<file path="src/rtl/mux8_arb_pkg.sv">
// Shared types and constants for the round-robin arbiter in front of the 8:1 mux.
package mux8_arb_pkg;

  localparam int unsigned N_REQ = 8;
  localparam int unsigned SEL_W = 3;

  typedef enum logic {
    IDLE  = 1'b0,
    GRANT = 1'b1
  } state_e;

  // Next round-robin position; wraps 7 -> 0 through the natural 3-bit overflow.
  function automatic logic [SEL_W-1:0] rr_next(input logic [SEL_W-1:0] ptr);
    return ptr + 1'b1;
  endfunction

endpackage

</file>
<file path="src/rtl/mux8_rr_pick.sv">
// Combinational round-robin pick: first set request at or after ptr, with wrap.
module mux8_rr_pick
  import mux8_arb_pkg::*;
(
  input  logic [N_REQ-1:0] req,
  input  logic [SEL_W-1:0] ptr,
  output logic             valid,
  output logic [SEL_W-1:0] idx,
  output logic [N_REQ-1:0] onehot
);

  logic [N_REQ-1:0] rot;
  logic [SEL_W-1:0] off;
  logic             found;

  always_comb begin
    rot    = '0;
    off    = '0;
    found  = 1'b0;
    onehot = '0;
    // rot[0] is the highest-priority requester, so a lowest-bit scan gives the winner.
    for (int unsigned i = 0; i < N_REQ; i++) begin
      rot[i] = req[SEL_W'(i) + ptr];
    end
    for (int unsigned i = 0; i < N_REQ; i++) begin
      if (rot[i] && !found) begin
        found = 1'b1;
        off   = SEL_W'(i);
      end
    end
    valid       = |req;
    idx         = off + ptr;
    onehot[idx] = valid;
  end

endmodule

</file>
<file path="src/rtl/mux8_rr_arbiter.sv">
// Round-robin owner of the 8:1 mux select with a registered data tap.
// Optional grant hold limit: define MUX8_ARB_TIMEOUT_EN.
module mux8_rr_arbiter #(
  parameter int unsigned N_REQ    = 8,
  parameter int unsigned MAX_HOLD = 16
) (
  input  logic       clk,
  input  logic       rst_n,
  input  logic [7:0] req,
  input  logic [7:0] ip,
  output logic [7:0] gnt,
  output logic [2:0] select,
  output logic       y,
  output logic       busy,
  output logic       timeout
);

  import mux8_arb_pkg::*;

  if (N_REQ != mux8_arb_pkg::N_REQ || MAX_HOLD < 2 || MAX_HOLD > 255) begin : g_bad_cfg
    $error("mux8_rr_arbiter: N_REQ must be 8 and MAX_HOLD within 2..255");
  end

  state_e     state_q, state_d;
  logic [2:0] ptr_q, ptr_d;
  logic [2:0] sel_q, sel_d;
  logic [7:0] gnt_q, gnt_d;
  logic       y_q, y_d;
  logic       drop;

  logic       pick_valid;
  logic [2:0] pick_idx;
  logic [7:0] pick_onehot;

  mux8_rr_pick u_pick (
    .req    (req),
    .ptr    (ptr_q),
    .valid  (pick_valid),
    .idx    (pick_idx),
    .onehot (pick_onehot)
  );

`ifdef MUX8_ARB_TIMEOUT_EN
  logic [7:0] hold_q, hold_d;
  logic       to_q, to_d;
`endif

  always_comb begin
    state_d = state_q;
    ptr_d   = ptr_q;
    sel_d   = sel_q;
    gnt_d   = gnt_q;
    y_d     = y_q;
    drop    = 1'b0;
`ifdef MUX8_ARB_TIMEOUT_EN
    hold_d  = hold_q;
    to_d    = 1'b0;
`endif
    case (state_q)
      IDLE: begin
        if (pick_valid) begin
          state_d = GRANT;
          gnt_d   = pick_onehot;
          sel_d   = pick_idx;
`ifdef MUX8_ARB_TIMEOUT_EN
          hold_d  = '0;
`endif
        end
      end
      GRANT: begin
        // A release on the limit edge wins, so the pulse needs req still high.
        if (!req[sel_q]) begin
          drop = 1'b1;
        end
`ifdef MUX8_ARB_TIMEOUT_EN
        else if (hold_q == 8'(MAX_HOLD - 1)) begin
          drop = 1'b1;
          to_d = 1'b1;
        end
`endif
        if (drop) begin
          state_d = IDLE;
          gnt_d   = '0;
          y_d     = 1'b0;
          ptr_d   = rr_next(sel_q);
        end else begin
          y_d     = ip[sel_q];
`ifdef MUX8_ARB_TIMEOUT_EN
          hold_d  = hold_q + 8'd1;
`endif
        end
      end
      default: state_d = IDLE;
    endcase
  end

  always_ff @(posedge clk or negedge rst_n) begin
    if (!rst_n) begin
      state_q <= IDLE;
      ptr_q   <= '0;
      sel_q   <= '0;
      gnt_q   <= '0;
      y_q     <= 1'b0;
`ifdef MUX8_ARB_TIMEOUT_EN
      hold_q  <= '0;
      to_q    <= 1'b0;
`endif
    end else begin
      state_q <= state_d;
      ptr_q   <= ptr_d;
      sel_q   <= sel_d;
      gnt_q   <= gnt_d;
      y_q     <= y_d;
`ifdef MUX8_ARB_TIMEOUT_EN
      hold_q  <= hold_d;
      to_q    <= to_d;
`endif
    end
  end

  assign gnt    = gnt_q;
  assign select = sel_q;
  assign y      = y_q;
  assign busy   = (state_q == GRANT);
`ifdef MUX8_ARB_TIMEOUT_EN
  assign timeout = to_q;
`else
  assign timeout = 1'b0;
`endif

endmodule

</file>
<file path="config.mk">
export PLATFORM = sky130hd
export DESIGN_NAME = mux8_rr_arbiter
export DESIGN_NICKNAME = d
export VERILOG_FILES = /design/src/rtl/mux8_arb_pkg.sv /design/src/rtl/mux8_rr_pick.sv /design/src/rtl/mux8_rr_arbiter.sv
export SDC_FILE = /design/constraint.sdc
export NUM_CORES = 1
export LEC_CHECK = 0
export ABC_AREA = 1
export BUFFER_PORTS_ARGS = -buffer_cell sky130_fd_sc_hd__buf_4
export CORE_MARGIN = 1.5
export CORE_UTILIZATION = 40
export DETAILED_ROUTE_END_ITERATION = 12
export PLACE_DENSITY = 0.6
export RECOVER_POWER = 25
export SLEW_MARGIN = 20
export SYNTH_ARGS = -nofsm -noshare
export SYNTH_HDL_FRONTEND = slang
export SYNTH_SLANG_ARGS = --single-unit
</file>
<file path="constraint.sdc">
create_clock -name clk -period 4.1 [get_ports clk]
set_input_delay 0.82 -clock clk [delete_from_list [all_inputs] [get_ports clk]]
set_output_delay 0.82 -clock clk [all_outputs]
set_load 0.01 [all_outputs]
</file>
After elaboration in Yosys (flattened, before gate mapping)
Cells that the tools add are included.
W data, S select, Z words.
{ "op_classes": {"n_eq_ne": 2, "n_reduce_logical": 19, "add_sub_neg": 9, "n_mux": 45, "bitwise": 2, "n_lt_le_gt_ge": 11} }
{ "op_table": {"columns": ["op", "n"], "rows": [
  ["$lt A3 B4 Y1 const B", 10],
  ["$bmux W1 S3", 10],
  ["$mux W1", 24],
  ["$mux W8", 2],
  ["$pmux W8 S2", 1],
  ["$add A3 B3 Y3 const A", 4],
  ["$mux W3", 4],
  ["$and A8 B8 Y8", 1],
  ["$logic_and A1 B1 Y1", 8],
  ["$reduce_or A8 Y1", 1],
  ["$logic_not A1 Y1", 7],
  ["$add A2 B3 Y3 const A", 2],
  ["$reduce_and A2 Y1", 3],
  ["$mux W2", 2],
  ["$add A1 B3 Y3 const A", 1],
  ["$add A3 B1 Y3 const B", 1],
  ["$add A3 B3 Y3", 1],
  ["$demux W1 S3", 1],
  ["$ge A3 B1 Y1 const B", 1],
  ["$ne A2 B1 Y1 const B", 1],
  ["$ne A2 B2 Y1 const B", 1],
  ["$pmux W1 S2", 1],
  ["$not A1 Y1", 1]
]} }
{ "totals": {"elab_cells": 93, "input_bits": 18, "out_inout_bits": 14, "regBits": 16} }

Depth between registers and ports, before layout
{ "depth": {"depth_word": 32, "mapped_depth": 21, "ltp_nobuf": 20} }

Cells and area by module
A second synthesis with hierarchy kept.
{ "hier_totals": {"cells_unflattened": 243, "hier_area_um2": 1614.0} }
{ "modules_own_cells": {"columns": ["module", "seq_area_each_um2", "cells_per_inst", "area_per_inst_um2", "n_inst"], "rows": [
  ["mux8_rr_arbiter", 400.4, 120, 893.4, 1],
  ["mux8_rr_pick", 0.0, 123, 720.7, 1]
]} }

Least setup slack after synthesis
Ideal clock, no wire load.
{ "synth_path": {"path_kind": "register to register", "from": "register ptr_q[0]", "to": "register sel_q[2] (netlist: select[2])", "arrival_time_ns": 2.908, "slack_ns": 1.068, "n_path_buf": 1, "required_ns": 3.976, "synth_period_minus_slack_ns": 3.032, "path_stages_with_launch": 22, "setup_ns": 0.124, "path_cell_list": "dfrtp_1 -> buf_6 -> inv_8 -> ha_1 -> inv_1 -> nand3_1 -> nand2_1 -> nand2_1 -> nand2_2 -> nand2_2 -> nor2_4 -> nand2_1 -> o221ai_1 -> ha_1 -> inv_1 -> fa_1 -> xor2_1 -> inv_1 -> nand3_2 -> nand2_4 -> nand2_1 -> o21ai_2"} }
{ "synth_between": {"elab_chain_len": 25, "word_cells_on_any_way": 52} }
{ "synth_lines": {"columns": ["element", "line_no", "text"], "rows": [
  ["from (decl)", "mux8_rr_arbiter.sv:25", "logic [2:0] ptr_q, ptr_d;"],
  ["from (signal assigned)", "mux8_rr_arbiter.sv:110", "ptr_q <= ptr_d;"],
  ["parallel branches: the longest is 24 deep, another holds $add A1 B3 Y3", null, null],
  ["$add A3 B3 Y3 (*)", "mux8_rr_pick.sv:32", "idx = off + ptr;"],
  ["to (signal assigned)", "mux8_rr_arbiter.sv:111", "sel_q <= sel_d;"],
  ["to (decl)", "mux8_rr_arbiter.sv:26", "logic [2:0] sel_q, sel_d;"]
]} }
Mark *: on every way between the ends. The select of a mux whose other input is x is not followed.
A chain may end at the register's enable or synchronous reset.

Worst setup path after layout
{ "layout_path": {"from": "register ptr_q[0]", "to": "register gnt_q[5] (netlist: gnt[5])"} }
{ "layout_between": {"elab_chain_len": 32, "word_cells_on_any_way": 60} }
{ "layout_lines": {"columns": ["element", "line_no", "text"], "rows": [
  ["parallel branches: the longest is 24 deep, another holds $add A1 B3 Y3", null, null],
  ["$add A3 B3 Y3 (*)", "mux8_rr_pick.sv:32", null],
  ["$lt A3 B4 Y1 (not written as such) / $ge A3 B1 Y1 (equally long branches)", "mux8_rr_pick.sv:33", "onehot[idx] = valid;"],
  ["$logic_and A1 B1 Y1 (not written as such)", "mux8_rr_pick.sv:33", null],
  ["$mux W1 (not written as such)", "mux8_rr_pick.sv:33", null],
  ["$demux W1 S3 (*)", null, null],
  ["$and A8 B8 Y8 (no line) (*)", null, null],
  ["$mux W8 (*)", "mux8_rr_arbiter.sv:61", "if (pick_valid) begin"],
  ["$pmux W8 S2 (*)", "mux8_rr_arbiter.sv:59", "case (state_q)"],
  ["to (signal assigned)", "mux8_rr_arbiter.sv:112", "gnt_q <= gnt_d;"],
  ["to (decl)", "mux8_rr_arbiter.sv:27", "logic [7:0] gnt_q, gnt_d;"]
]} }
Marked as above.

==> flow_summary.json <==
{
  "status": "completed",
  "r2r_end": "gnt[5]",
  "clkLatencyLatePin_ns": 0.28,
  "vias": 1377,
  "synthCells": 204,
  "rsz0062_at_grt": "false",
  "grt_util_all_layers_pct": 18.40,
  "slew_headroom_pct": 44.64,
  "die_w_um": 62.40,
  "synth_nets": 227,
  "grt_pass1_wl_mm": 5.982,
  "ir_drop_mv": 0.4561,
  "place_hpwl_mm": 2.618,
  "io_buffers": 30,
  "drt-pass1-iter-count": 5,
  "power.leakage_nw": 0.8953,
  "cts_resized": 0,
  "r2r_setup_slack_ns": 0.63,
  "fmax_mhz": 288.5,
  "hold_start": "gnt[0]",
  "synth_top_area_share_pct": 28.37,
  "r2r_cells": 20,
  "yosysWarnings": 0,
  "synth-simple-area-share_pct": 42.73,
  "cts_root_buf": "clkbuf_4",
  "min_delay_worst_endpoint": "gnt[0]",
  "area_growth_pct": 18.88,
  "tightest_slew_ns": 0.8304,
  "async_flop_share_pct": 100.0,
  "finalHoldWorstSlack_ns": 0.4870,
  "synthFlopType": "dfrtp_1",
  "synth_compound_area_share_pct": 11.17,
  "synth_edf_count": 0,
  "grt_pass1_vias": 1375,
  "core_area_mm2": 0.003363,
  "hp-class": "reg -> reg",
  "numCtsBuffers": 3,
  "critPathKind": "reg -> reg",
  "syn_area_mm2": 0.001411,
  "period_share_pct": 84.55,
  "ant_nets": 0,
  "placedCellCount": 276,
  "htree_levels": 1,
  "nNetsFinal": 258,
  "grt_max_degree": 17,
  "crit_path_max_fanout": 12,
  "ctsLongestPathBuffers": 2,
  "endpoint_kind": "register",
  "final_common_cell": "nand2_1",
  "grt_overflow": 0,
  "total_power_mw": 1.607,
  "cp.arrival_ns": 3.64,
  "cap_violations": 0,
  "final_cell_mix": "66 x nand2_1, 29 x buf_4, 26 x nand3_1",
  "power_density_mw_per_mm2": 957.7,
  "fin_cells": 279,
  "fin_skew_ns": 0.003256,
  "synthAdderAreaFrac_pct": 4.965,
  "slew_viol_final": 0,
  "io_pins": 32,
  "antenna_found_initial": 0,
  "startpoint_type": "register",
  "wl_per_cell_um": 11.53,
  "synthTopCellsByArea": "dfrtp_1 28%, nand2_1 18%, nand3_1 9.2%",
  "hold_buffers": 0,
  "die_y_um": 62.40,
  "fin_tns_setup_ns": 0,
  "cts_setup_buffers": 0,
  "hold_viol_final": 0,
  "yosys.area.top_type": "dfrtp_1",
  "crit_start": "ptr_q[0]",
  "wl_mm": 3.217,
  "routabilityCongestion": 0.7535,
  "hold_path_depth": 2,
  "synth_cell_types": 36,
  "cts_tree": "yes",
  "synthMuxAreaShare_pct": 0,
  "synth_xor_area_share_pct": 3.635,
  "drt_iter0_markers": 42,
  "placed_cell_area_mm2": 0.001659,
  "setup_viol_count_final": 0,
  "clock-sinks": 16,
  "period_minus_slack_ns": 3.467,
  "synth_top_family_by_area": "simple AND/OR/NAND/NOR gates",
  "stdcell_area_mm2": 0.001678,
  "synth-seq-cells": 16,
  "drive_above_1_share_pct": 24.03,
  "avgSynthCellArea_um2": 6.918,
  "via_per_inst": 4.935,
  "r2r_start": "ptr_q[0]",
  "die_area_mm2": 0.003894,
  "drcViolationCount": 0,
  "nFillCells": 360,
  "clk_pin_slew_worst_paths_ns": 0.09,
  "initial_core_util_pct": 41.96,
  "critPathRequiredTime_ns": 4.27,
  "ys_seq_area_share_pct": 28.37,
  "insertedDiodeCount": 0,
  "num_rows": 21
}
cell type report:
cell class	instances	area, µm²	share of cell area [%]
multi-input cells	162	885.9	52.80
flip-flops and latches	16	400.4	23.86
repair buffers	30	221.5	13.20
inverters	22	90.09	5.369
well taps	46	57.56	3.430
clock buffers	3	22.52	1.342
cell families after synthesis:
| logic type | Yosys count |
|---|---|
| other cells | 1 |
| flops | 16 |
| buf+inv | 26 |
| fa+ha+maj | 5 |
| xor+xnor | 5 |
| simple gates | 126 |
| compound gates | 25 |
metrics by stage:
stage                     setup slack, ns  util (%)
after floorplan                     1.068         -
final                              0.6334     49.89
after global placement             0.7374     49.33
after global routing               0.2681     49.89
after CTS                          0.6187     50.00
after detailed placement           0.6505     49.33
worst max-delay path by stage:
| stage | to | cells after the start |
|---|---|---|
| global route | gnt[6] | 20 |
| detailed placement | gnt[5] | 20 |
| CTS | gnt[5] | 20 |
| floorplan | select[2] | 21 |
| finish | gnt[5] | 20 |
| global placement | gnt[5] | 20 |
flip-flops by register name (all words and copies together), names as in the netlist:
name	count
select	3
gnt	8
y	1
ptr_q	3
busy	1
routing by layer:
metal / global-route usage (%) / wire (µm) / vias up / share of wire [%]
met4: 4.444 / 39 / 0 / 1.2
met2: 31.59 / 1504 / 22 / 47
li1: - / - / 727 / -
met5: 0 / 0 / - / 0
met1: 24.77 / 1587 / 621 / 49
met3: 2.162 / 86 / 7 / 2.7
power breakdown:
part | total (mW) | switching, mW | internal, mW | leakage, nW
clock network | 0.0799 | 0.0458 | 0.0341 | 0.0138
logic | 1.22 | 0.781 | 0.440 | 0.676
registers | 0.305 | 0.0900 | 0.215 | 0.205
total | 1.61 | 0.917 | 0.690 | 0.895
synthesized netlist by cell type (2+ instances only):
cell and count:
o21ai_0 7, nand3_1 26, ha_1 4, buf_6 2, dfrtp_1 16, a22oi_1 2
inv_1 19, nand4_1 4, nand2_1 66, nand2_2 14, nor2_1 8, a21oi_1 7
o22ai_1 2, nor4_1 2, xnor2_1 3, nand3_2 2
worst max-delay path, cell delays in order (launching register included):
cell      delay [ns]
dfrtp_1         0.65
inv_8           0.09
ha_1            0.39
inv_1           0.14
nand3_1         0.11
nand2_1         0.07
nand2_1         0.07
nand2_2         0.10
nand2_2         0.06
nor2_4          0.15
nand2_1         0.09
o221ai_1        0.20
ha_1            0.18
inv_1           0.05
fa_1            0.37
xor2_1          0.22
inv_1           0.08
nand3_2         0.13
nand2_4         0.08
nand3_1         0.08
nand2_1         0.06
Note: power is estimated with default switching activity, not from simulation.
